==> src/rtl/ps2_pkg.sv <==
// Shared definitions for the ASCII-to-PS/2 keystroke transmitter.
//   state_e       : transmitter FSM states
//   BREAK_PREFIX  : set-2 break prefix sent between make codes
//   MK_*          : set-2 make codes for the letters A-Z
//   odd_parity    : PS/2 parity bit for a data byte
//   frame_bit     : line level for a given bit slot of an 11-slot frame
package ps2_pkg;

  typedef enum logic [1:0] {
    IDLE  = 2'd0,
    FRAME = 2'd1,
    GAP   = 2'd2,
    HOLD  = 2'd3
  } state_e;

  localparam logic [7:0] BREAK_PREFIX = 8'hF0;

  localparam int NUM_SLOTS  = 11;
  localparam int NUM_FRAMES = 3;

  localparam logic [7:0] MK_A = 8'h1C;
  localparam logic [7:0] MK_B = 8'h32;
  localparam logic [7:0] MK_C = 8'h21;
  localparam logic [7:0] MK_D = 8'h23;
  localparam logic [7:0] MK_E = 8'h24;
  localparam logic [7:0] MK_F = 8'h2B;
  localparam logic [7:0] MK_G = 8'h34;
  localparam logic [7:0] MK_H = 8'h33;
  localparam logic [7:0] MK_I = 8'h43;
  localparam logic [7:0] MK_J = 8'h3B;
  localparam logic [7:0] MK_K = 8'h42;
  localparam logic [7:0] MK_L = 8'h4B;
  localparam logic [7:0] MK_M = 8'h3A;
  localparam logic [7:0] MK_N = 8'h31;
  localparam logic [7:0] MK_O = 8'h44;
  localparam logic [7:0] MK_P = 8'h4D;
  localparam logic [7:0] MK_Q = 8'h15;
  localparam logic [7:0] MK_R = 8'h2D;
  localparam logic [7:0] MK_S = 8'h1B;
  localparam logic [7:0] MK_T = 8'h2C;
  localparam logic [7:0] MK_U = 8'h3C;
  localparam logic [7:0] MK_V = 8'h2A;
  localparam logic [7:0] MK_W = 8'h1D;
  localparam logic [7:0] MK_X = 8'h22;
  localparam logic [7:0] MK_Y = 8'h35;
  localparam logic [7:0] MK_Z = 8'h1A;

  // Parity bit chosen so data plus parity carry an odd number of ones.
  function automatic logic odd_parity(input logic [7:0] b);
    return ~(^b);
  endfunction

  // Slot 0 start, 1-8 data LSB first, 9 parity, 10 stop.
  function automatic logic frame_bit(input logic [3:0] slot, input logic [7:0] b);
    logic bit_v;
    bit_v = 1'b1;
    case (slot)
      4'd0:    bit_v = 1'b0;
      4'd1:    bit_v = b[0];
      4'd2:    bit_v = b[1];
      4'd3:    bit_v = b[2];
      4'd4:    bit_v = b[3];
      4'd5:    bit_v = b[4];
      4'd6:    bit_v = b[5];
      4'd7:    bit_v = b[6];
      4'd8:    bit_v = b[7];
      4'd9:    bit_v = odd_parity(b);
      default: bit_v = 1'b1;
    endcase
    return bit_v;
  endfunction

endpackage

==> src/rtl/ascii2scan.sv <==
// Combinational ASCII-to-set-2 make-code lookup.
//   ascii : character code
//   scan  : make code (0 when not a letter)
//   ok    : 1 when ascii is A-Z or a-z
module ascii2scan
  import ps2_pkg::*;
(
  input  logic [7:0] ascii,
  output logic [7:0] scan,
  output logic       ok
);

  logic [7:0] up;

  // Lower-case letters fold onto upper case before lookup.
  assign up = (ascii >= 8'd97 && ascii <= 8'd122) ? (ascii - 8'd32) : ascii;

  always_comb begin
    scan = 8'h00;
    ok   = 1'b1;
    case (up)
      8'd65:   scan = MK_A;
      8'd66:   scan = MK_B;
      8'd67:   scan = MK_C;
      8'd68:   scan = MK_D;
      8'd69:   scan = MK_E;
      8'd70:   scan = MK_F;
      8'd71:   scan = MK_G;
      8'd72:   scan = MK_H;
      8'd73:   scan = MK_I;
      8'd74:   scan = MK_J;
      8'd75:   scan = MK_K;
      8'd76:   scan = MK_L;
      8'd77:   scan = MK_M;
      8'd78:   scan = MK_N;
      8'd79:   scan = MK_O;
      8'd80:   scan = MK_P;
      8'd81:   scan = MK_Q;
      8'd82:   scan = MK_R;
      8'd83:   scan = MK_S;
      8'd84:   scan = MK_T;
      8'd85:   scan = MK_U;
      8'd86:   scan = MK_V;
      8'd87:   scan = MK_W;
      8'd88:   scan = MK_X;
      8'd89:   scan = MK_Y;
      8'd90:   scan = MK_Z;
      default: ok   = 1'b0;
    endcase
  end

endmodule

==> src/rtl/ascii2ps2_tx.sv <==
// Sends one keystroke (make, F0, make) for an accepted ASCII letter as
// device-generated PS/2 frames; rejects non-letters with an err pulse.
//   clk, rst : system clock, async active-high reset
//   valid    : ascii holds a character; taken when ready=1
//   ascii    : character code
//   inhibit  : host holding PS/2 clock low; aborts/defers frames
//   ready    : idle, will accept valid
//   ps2_clk  : PS/2 clock level (idle 1)
//   ps2_data : PS/2 data level (idle 1)
//   done     : one-cycle pulse after the third frame completes
//   err      : one-cycle pulse for a rejected character
module ascii2ps2_tx
  import ps2_pkg::*;
#(
  parameter int HALF_CYC = 4000,
  parameter int GAP_CYC  = 8000
) (
  input  logic       clk,
  input  logic       rst,
  input  logic       valid,
  input  logic [7:0] ascii,
  input  logic       inhibit,
  output logic       ready,
  output logic       ps2_clk,
  output logic       ps2_data,
  output logic       done,
  output logic       err
);

  localparam int CYC_W = $clog2(2 * HALF_CYC);
  localparam int GAP_W = (GAP_CYC > 1) ? $clog2(GAP_CYC) : 1;
  localparam logic [CYC_W-1:0] CYC_LAST = CYC_W'(2 * HALF_CYC - 1);
  localparam logic [CYC_W-1:0] CYC_HALF = CYC_W'(HALF_CYC);
  localparam logic [GAP_W-1:0] GAP_LAST = GAP_W'(GAP_CYC - 1);

  logic [7:0] scan;
  logic       scan_ok;

  ascii2scan u_lookup (
    .ascii (ascii),
    .scan  (scan),
    .ok    (scan_ok)
  );

  state_e           state_q,  state_d;
  logic [CYC_W-1:0] cyc_q,    cyc_d;
  logic [3:0]       slot_q,   slot_d;
  logic [1:0]       frame_q,  frame_d;
  logic [GAP_W-1:0] gap_q,    gap_d;
  logic [7:0]       make_q,   make_d;
  logic             ready_q,  ready_d;
  logic             clk_q,    clk_d;
  logic             data_q,   data_d;
  logic             done_q,   done_d;
  logic             err_q,    err_d;
  logic [7:0]       byte_d;

  always_comb begin
    state_d = state_q;
    cyc_d   = cyc_q;
    slot_d  = slot_q;
    frame_d = frame_q;
    gap_d   = gap_q;
    make_d  = make_q;
    done_d  = 1'b0;
    err_d   = 1'b0;

    case (state_q)
      IDLE: begin
        if (valid) begin
          if (scan_ok) begin
            make_d  = scan;
            frame_d = 2'd0;
            slot_d  = 4'd0;
            cyc_d   = '0;
            gap_d   = '0;
            // A host already inhibiting defers the first frame.
            state_d = inhibit ? HOLD : FRAME;
          end else begin
            err_d = 1'b1;
          end
        end
      end

      FRAME: begin
        if (inhibit && slot_q != 4'd10) begin
          // Abort; the same frame restarts from its start bit later.
          state_d = HOLD;
          slot_d  = 4'd0;
          cyc_d   = '0;
        end else if (cyc_q == CYC_LAST) begin
          cyc_d = '0;
          if (slot_q == 4'd10) begin
            slot_d = 4'd0;
            if (frame_q == 2'd2) begin
              state_d = IDLE;
              frame_d = 2'd0;
              done_d  = 1'b1;
            end else begin
              state_d = GAP;
              frame_d = frame_q + 2'd1;
              gap_d   = '0;
            end
          end else begin
            slot_d = slot_q + 4'd1;
          end
        end else begin
          cyc_d = cyc_q + 1'b1;
        end
      end

      GAP: begin
        if (inhibit) begin
          state_d = HOLD;
          gap_d   = '0;
        end else if (gap_q == GAP_LAST) begin
          state_d = FRAME;
          gap_d   = '0;
          slot_d  = 4'd0;
          cyc_d   = '0;
        end else begin
          gap_d = gap_q + 1'b1;
        end
      end

      HOLD: begin
        if (!inhibit) begin
          state_d = GAP;
          gap_d   = '0;
        end
      end

      default: state_d = IDLE;
    endcase

    // Outputs are registered from next state so lines align with the counters.
    byte_d  = (frame_d == 2'd1) ? BREAK_PREFIX : make_d;
    ready_d = (state_d == IDLE);
    clk_d   = (state_d != FRAME) || (cyc_d < CYC_HALF);
    data_d  = (state_d == FRAME) ? frame_bit(slot_d, byte_d) : 1'b1;
  end

  always_ff @(posedge clk or posedge rst) begin
    if (rst) begin
      state_q <= IDLE;
      cyc_q   <= '0;
      slot_q  <= 4'd0;
      frame_q <= 2'd0;
      gap_q   <= '0;
      make_q  <= 8'h00;
      ready_q <= 1'b1;
      clk_q   <= 1'b1;
      data_q  <= 1'b1;
      done_q  <= 1'b0;
      err_q   <= 1'b0;
    end else begin
      state_q <= state_d;
      cyc_q   <= cyc_d;
      slot_q  <= slot_d;
      frame_q <= frame_d;
      gap_q   <= gap_d;
      make_q  <= make_d;
      ready_q <= ready_d;
      clk_q   <= clk_d;
      data_q  <= data_d;
      done_q  <= done_d;
      err_q   <= err_d;
    end
  end

  assign ready    = ready_q;
  assign ps2_clk  = clk_q;
  assign ps2_data = data_q;
  assign done     = done_q;
  assign err      = err_q;

endmodule

==> config.mk <==
export PLATFORM = sky130hd
export DESIGN_NAME = ascii2ps2_tx
export DESIGN_NICKNAME = d
export VERILOG_FILES = /design/src/rtl/ps2_pkg.sv /design/src/rtl/ascii2scan.sv /design/src/rtl/ascii2ps2_tx.sv
export SDC_FILE = /design/constraint.sdc
export NUM_CORES = 1
export LEC_CHECK = 0
export BUFFER_PORTS_ARGS = -buffer_cell sky130_fd_sc_hd__buf_2
export CORE_ASPECT_RATIO = 1.4
export CORE_MARGIN = 4
export CORE_UTILIZATION = 50
export CTS_CLUSTER_DIAMETER = 200
export DETAILED_ROUTE_END_ITERATION = 8
export PLACE_DENSITY = 0.67
export SLEW_MARGIN = 15
export SYNTH_ARGS = -nofsm -noshare
export SYNTH_HDL_FRONTEND = slang
export SYNTH_SLANG_ARGS = --single-unit
==> constraint.sdc <==
create_clock -name clk -period 3.61 [get_ports clk]
set_clock_uncertainty 0.15 [all_clocks]
set_input_delay 0 -clock clk [delete_from_list [all_inputs] [get_ports clk]]
set_output_delay 0 -clock clk [all_outputs]
set_load 0.05 [all_outputs]
## Yosys cells after proc, flatten, opt, wreduce, memory -nomap -nowiden

Index checks and enable logic that the tools add are counted.

| word-level totals | value |
|---|---|
| output and inout bits | 5 |
| flip-flop bits (word level) | 47 |
| logic and storage cells | 142 |
| input port bits | 12 |

| cells by class | value |
|---|---|
| equal/unequal tests | 53 |
| $lt $le $gt $ge | 3 |
| reduce and logical (&&, ||, !) cells | 9 |
| add/sub/neg operators | 5 |
| bitwise operators | 1 |
| muxes and demuxes | 60 |

Operator list:

| kind | number |
|---|---|
| $eq A8 B7 Y1 const B | 26 |
| $mux W13 | 15 |
| $pmux W7 S26 | 1 |
| $pmux W13 S4 | 1 |
| $mux W8 | 5 |
| $pmux W13 S3 | 1 |
| $mux W2 | 16 |
| $mux W4 | 7 |
| $add A13 B1 Y13 const B | 2 |
| $eq A13 B13 Y1 const B | 2 |
| $reduce_or A26 Y1 | 1 |
| $eq A4 B3 Y1 const B | 4 |
| $ne A2 B2 Y1 const B | 7 |
| $lt A13 B12 Y1 const B | 1 |
| $eq A4 B4 Y1 const B | 3 |
| $pmux W4 S3 | 1 |
| $mux W1 | 10 |
| $pmux W1 S10 | 1 |
| $eq A4 B2 Y1 const B | 2 |
| $ge A8 B7 Y1 const B | 1 |
| $le A8 B7 Y1 const B | 1 |
| $pmux W2 S4 | 1 |
| $reduce_xor A8 Y1 | 1 |
| $sub A8 B6 Y8 const B | 1 |
| 14 further kinds | 20 |

## Depth between registers and ports, before layout

| logic depth | value |
|---|---|
| word-level depth | 15 |
| gate-level depth with buffers | 12 |
| gate-level depth less buffers | 11 |

## Cells and area by module

From an unflattened synthesis, not the netlist that was laid out.

| second synthesis, totals | value |
|---|---|
| cells, all modules | 391 |
| area, all modules | 3450.8 um^2 |

Modules (own cells, without submodules):

| module | cells each | area each (um^2) | times used | sequential area each (um^2) |
|---|---|---|---|---|
| ascii2ps2_tx | 301 | 2826.5 | 1 | 1179.9 |
| ascii2scan | 90 | 624.3 | 1 | 0.0 |

## Worst setup path after synthesis

Ideal clock, no wire load.

| timing | value |
|---|---|
| kind | flip-flop to flip-flop |
| start | register cyc_q[0] |
| end | register data_q, in the netlist ps2_data |
| clock period less this slack | 2707 ps |
| cell stages (with the launch flop) | 11 |
| buffers on the path | 0 |
| setup slack | 903 ps |
| data required time | 3364 ps |
| library setup time | 96 ps |
| data arrival time | 2461 ps |
| path through | dfrtp_1 -> ha_1 -> nand3_1 -> nor4_4 -> nor2_1 -> o21ai_2 -> o31a_4 -> mux2_4 -> and3_1 -> a311oi_1 -> o221ai_1 |

| on the way | value |
|---|---|
| cells in the longest elaborated chain, start to end | 10 |
| elaborated cells between the ends (all ways) | 27 |
| classes of those cells | eq/ne (12); mux (12); bitwise (1); reduce/logical (2) |

Ends and longest elaborated chain:

| element | RTL line | source |
|---|---|---|
| from (decl) | ascii2ps2_tx.sv:46 | `logic [CYC_W-1:0] cyc_q, cyc_d;` |
| from (signal assigned) | ascii2ps2_tx.sv:158 | `cyc_q <= cyc_d;` |
| $eq A13 B13 Y1 * | ascii2ps2_tx.sv:91 | `end else if (cyc_q == CYC_LAST) begin` |
| $mux W2 | ascii2ps2_tx.sv:91 |  |
| $mux W2 | ascii2ps2_tx.sv:86 | `if (inhibit && slot_q != 4'd10) begin` |
| $pmux W2 S2 | ascii2ps2_tx.sv:68 | `case (state_q)` |
| $eq A2 B1 Y1 | ascii2ps2_tx.sv:137 | `byte_d = (frame_d == 2'd1) ? BREAK_PREFIX : make_d;` |
| $mux W8 | ascii2ps2_tx.sv:137 |  |
| $reduce_xor A8 Y1 | ps2_pkg.sv:50 | `return ~(^b);` |
| $not A1 Y1 | ps2_pkg.sv:50 |  |
| $pmux W1 S10 | ps2_pkg.sv:57 | `case (slot)` |
| $mux W1 * | ascii2ps2_tx.sv:140 | `data_d = (state_d == FRAME) ? frame_bit(slot_d, byte_d) : 1'b1;` |
| named net data_d | ascii2ps2_tx.sv:53 | `logic data_q, data_d;` |
| to (signal assigned) | ascii2ps2_tx.sv:165 | `data_q <= data_d;` |
| to (decl) | ascii2ps2_tx.sv:53 |  |

Mark *: on every way through the listed nets, which the timed path passes. The rest lies on a longest branch.
A chain may end at the register's enable or synchronous reset.

## Final worst setup path

| timing | value |
|---|---|
| start | register slot_q[0] |
| end | register data_q, in the netlist ps2_data |

| on the way | value |
|---|---|
| cells in the longest elaborated chain, start to end | 11 |
| elaborated cells between the ends (all ways) | 37 |
| classes of those cells | add/sub (1); eq/ne (13); mux (19); bitwise (1); reduce/logical (3) |

Ends and longest elaborated chain:

| element | RTL line | source |
|---|---|---|
| from (decl) | ascii2ps2_tx.sv:47 | `logic [3:0] slot_q, slot_d;` |
| from (signal assigned) | ascii2ps2_tx.sv:159 | `slot_q <= slot_d;` |
| $eq A4 B4 Y1 | ascii2ps2_tx.sv:93 | `if (slot_q == 4'd10) begin` |
| $mux W2 | ascii2ps2_tx.sv:93 |  |
| $mux W2 | ascii2ps2_tx.sv:91 |  |
| $mux W2 | ascii2ps2_tx.sv:86 |  |
| $pmux W2 S2 | ascii2ps2_tx.sv:68 |  |
| $eq A2 B1 Y1 | ascii2ps2_tx.sv:137 |  |
| $mux W8 | ascii2ps2_tx.sv:137 |  |
| $reduce_xor A8 Y1 | ps2_pkg.sv:50 |  |
| $not A1 Y1 | ps2_pkg.sv:50 |  |
| $pmux W1 S10 | ps2_pkg.sv:57 |  |
| $mux W1 * | ascii2ps2_tx.sv:140 |  |
| named net data_d | ascii2ps2_tx.sv:53 |  |

Marked as above.

==> impl_metrics.yaml <==
outcome:
  status: "completed"
power_and_ir_drop:
  irDropWorstVdd_mv: 0.228
  cell_internal_pwr_uw: 1060
  power_density_nw_per_um2: 491
  swShare_pct: 35.8
  combPwrFrac_pct: 32.0
  p_total_uw: 1650
  p_leak_uw: 0.00147
  seqPwrFrac_pct: 40.2
  p_sw_uw: 589
  pwr-share-clk_pct: 27.8
clocking:
  cts_root_buf: "clkbuf_8"
  clock-sinks: 47
  clockBufferDepth: 2
  path_clk_slew_ns: 0.09
  htree_levels: 2
  cts-resized-gates: 0
  cts_inserted_buffers: 5
  clock_latency_ns: 0.30
  cts_tree: "built"
logic_synthesis:
  ys_warn_count: 0
  synth_edf_count: 0
  yosysTopAreaCell: "dfrtp_1"
  synth_nets: 384
  synth.area.top_cells: "dfrtp_1 (36%), nand2_1 (5.5%), o21ai_0 (5.4%)"
  syn_inst: 367
  synth.distinct_cells: 60
  ys_seq_area_share_pct: 38.4
  ys_seq_elements: 47
  synth_top_area_share_pct: 35.8
  synth_area_um2: 3070
  syn_area_per_cell_um2: 8.37
  synth_top_flop_cell: "dfrtp_1"
  async_flop_share_pct: 100
critical_path:
  crit_slowest_cell: "dfrtp_1"
  slowest_delay_ns: 0.43
  path_buf_inv: 1
  cp.arrival_ns: 3.10
  path_max_fanout: 8
  cp.required_ns: 3.67
  critical_path.startpoint_type: "flip-flop"
  crit_cells: 11
  crit_family: "compound AO/OA/AOI/OAI gates"
  rrSetupSlack_ns: 0.57
  reg2reg_depth: 11
  worstReg2RegEnd: "ps2_data"
  worstPathCellList: "inv_1, ha_1, and3b_1, o21ai_1, nor2_1, o21ai_2, o31a_4, mux2_4, and3_1, a311oi_1, o221ai_1"
  r2r-start: "slot_q[0]"
  end_kind: "flip-flop"
  path_class: "reg -> reg"
floorplanning:
  die_area_um2: 7480
  initial_core_util_pct: 52.0
  ios: 17
  die_w_um: 74.3
  row_count: 33
  fp.dieH_um: 101
  core_um2: 5900
min_path:
  holdCritPathClass: "in -> reg"
  hp-start: "ascii[7]"
  hold_depth: 5
  holdPathEnd: "make_q[3]"
sta:
  fmax_mhz: 329
  finalCritPeriodShare_pct: 84.1
  final.setup.tns_ns: 0
  rsz0062_at_grt: "false"
  maxSlewViolCount: 0
  report.final.hold_viol_count: 0
  worst_pin_slew_ns: 0.977
  maxSlewHeadroom_pct: 34.8
  setup_violations: 0
  min_period_ns: 3.04
  setup_slack_ns: 0.572
  hold_ws_ns: 0.173
cells_and_area:
  mostFrequentLayoutCells: "nand2_1 (45), dfrtp_1 (44), nor2_1 (36)"
  stdcell_count: 451
  final_common_cell: "nand2_1"
  finalNetCount: 397
  drive_above_1_share_pct: 11.0
  area_delta_synth_final_pct: 9.04
  num_antenna_cells: 0
placement:
  dp_slack_ns: 0.596
  hpwl_um: 5110
  dp.cells: 440
  gp_congestion: 0.856
  io_buffers: 16
route:
  viasPerCell: 6.04
  finalWirelength_um: 6880
  detail_route.first_pass.iterations: 4
  vias: 2723
  drtIter0Drc: 142
  post_drt_wl_per_cell_um: 15.3
  drc_errors: 0
  drtAntennaViolNets: 0
grt:
  grt_max_degree: 48
  grt.overflow.total: 0
  grt_pass1_vias: 2604
  grt_pass1_wl_um: 11800
  antenna_found_initial: 0
  track_usage_pct: 19.9
flow_run:
  maxCapViolations: 0
how the worst max path moves through the flow:
stage,startpoint,end,slack [ns]
floorplan,cyc_q[0],ps2_data,0.90
global placement,slot_q[0],ps2_data,0.71
detailed placement,slot_q[0],ps2_data,0.60
CTS,slot_q[0],ps2_data,0.58
global route,slot_q[0],ps2_data,0.34
finish,slot_q[0],ps2_data,0.57
layout make-up:
type	count	area, um^2
clock buffer	6	72.6
clock inverter	2	60.1
fill	550	2550
inverter	12	45.0
multi-input combinational	293	1780
sequential	47	1180
tap	70	87.6
timing repair buffer	21	125
through the flow:
step                util [%]  area, um^2
global route            56.7        3350
CTS                     56.7        3350
floorplan                  -        3070
detailed placement      54.0        3190
global placement        54.0        3190
finish                  56.7        3350
cells by family after synthesis:
group | Yosys count | synth area share (%)
muxes | 7 | 2.61
buffers and inverters | 27 | 3.66
DFF | 47 | 38.4
xor gates and xnor gates | 15 | 4.28
AOI/OAI and AO/OA | 109 | 23.0
adders and majority gates | 5 | 2.04
and+or+nand+nor | 157 | 26.1
state kept, by name, summed over array words and instances (netlist names):
signal	cells
cyc_q	13
gap_q	13
make_q	8
slot_q	4
frame_q	2
state_q	2
done	1
err	1
ps2_clk	1
ps2_data	1
ready	1
routing by layer:
metal  wire (um)  global-route usage (%)
met5           0                       0
met4         184                    8.22
met3         176                    2.59
met2        3600                    35.5
met1        2920                    23.4
power groups by stage:
stage	Sequential, uW	Combinational (uW)	Clock [uW]
after floorplan	682	399	0
final	662	527	457
after detailed placement	670	526	0
after CTS	661	530	467
after global routing	673	594	489
after global placement	666	523	0
worst min-delay path, delay by kind of cell:
| kind | cells | cell delay, ns |
|---|---|---|
| mux | 1 | 0.28 |
| buf+inv | 1 | 0.08 |
| simple gates | 2 | 0.14 |
| compound gates | 1 | 0.07 |
cell usage after synthesis (2+ instances only):
cell type / instances
o21a_1: 2
and2_1: 4
and4b_1: 2
o32a_1: 2
dfstp_2: 3
a31oi_1: 4
nand2_1: 45
nor3b_1: 2
ha_1: 5
a22o_1: 5
and2b_1: 2
and4_1: 3
o21ai_0: 33
o21ai_1: 17
xor2_1: 5
nor3_1: 7
o41ai_1: 2
a21oi_1: 16
inv_1: 12
xnor2_1: 10
nand2b_1: 6
nand4_1: 3
a211oi_1: 3
mux2_2: 3
mux2i_1: 2
and3_1: 12
buf_1: 2
buf_2: 3
dfrtp_1: 44
nor2b_1: 7
nand3_1: 20
nor2_1: 36
clkbuf_1: 9
o221ai_1: 2
o31ai_1: 9
what timing repair did:
action                                  4_1_cts  5_1_grt
endpoints found under the setup margin        0        0
buffers inserted                              0        0
hold buffers                                  3        0
endpoints found under the hold margin        46        0
(Power assumes the default switching activity.)
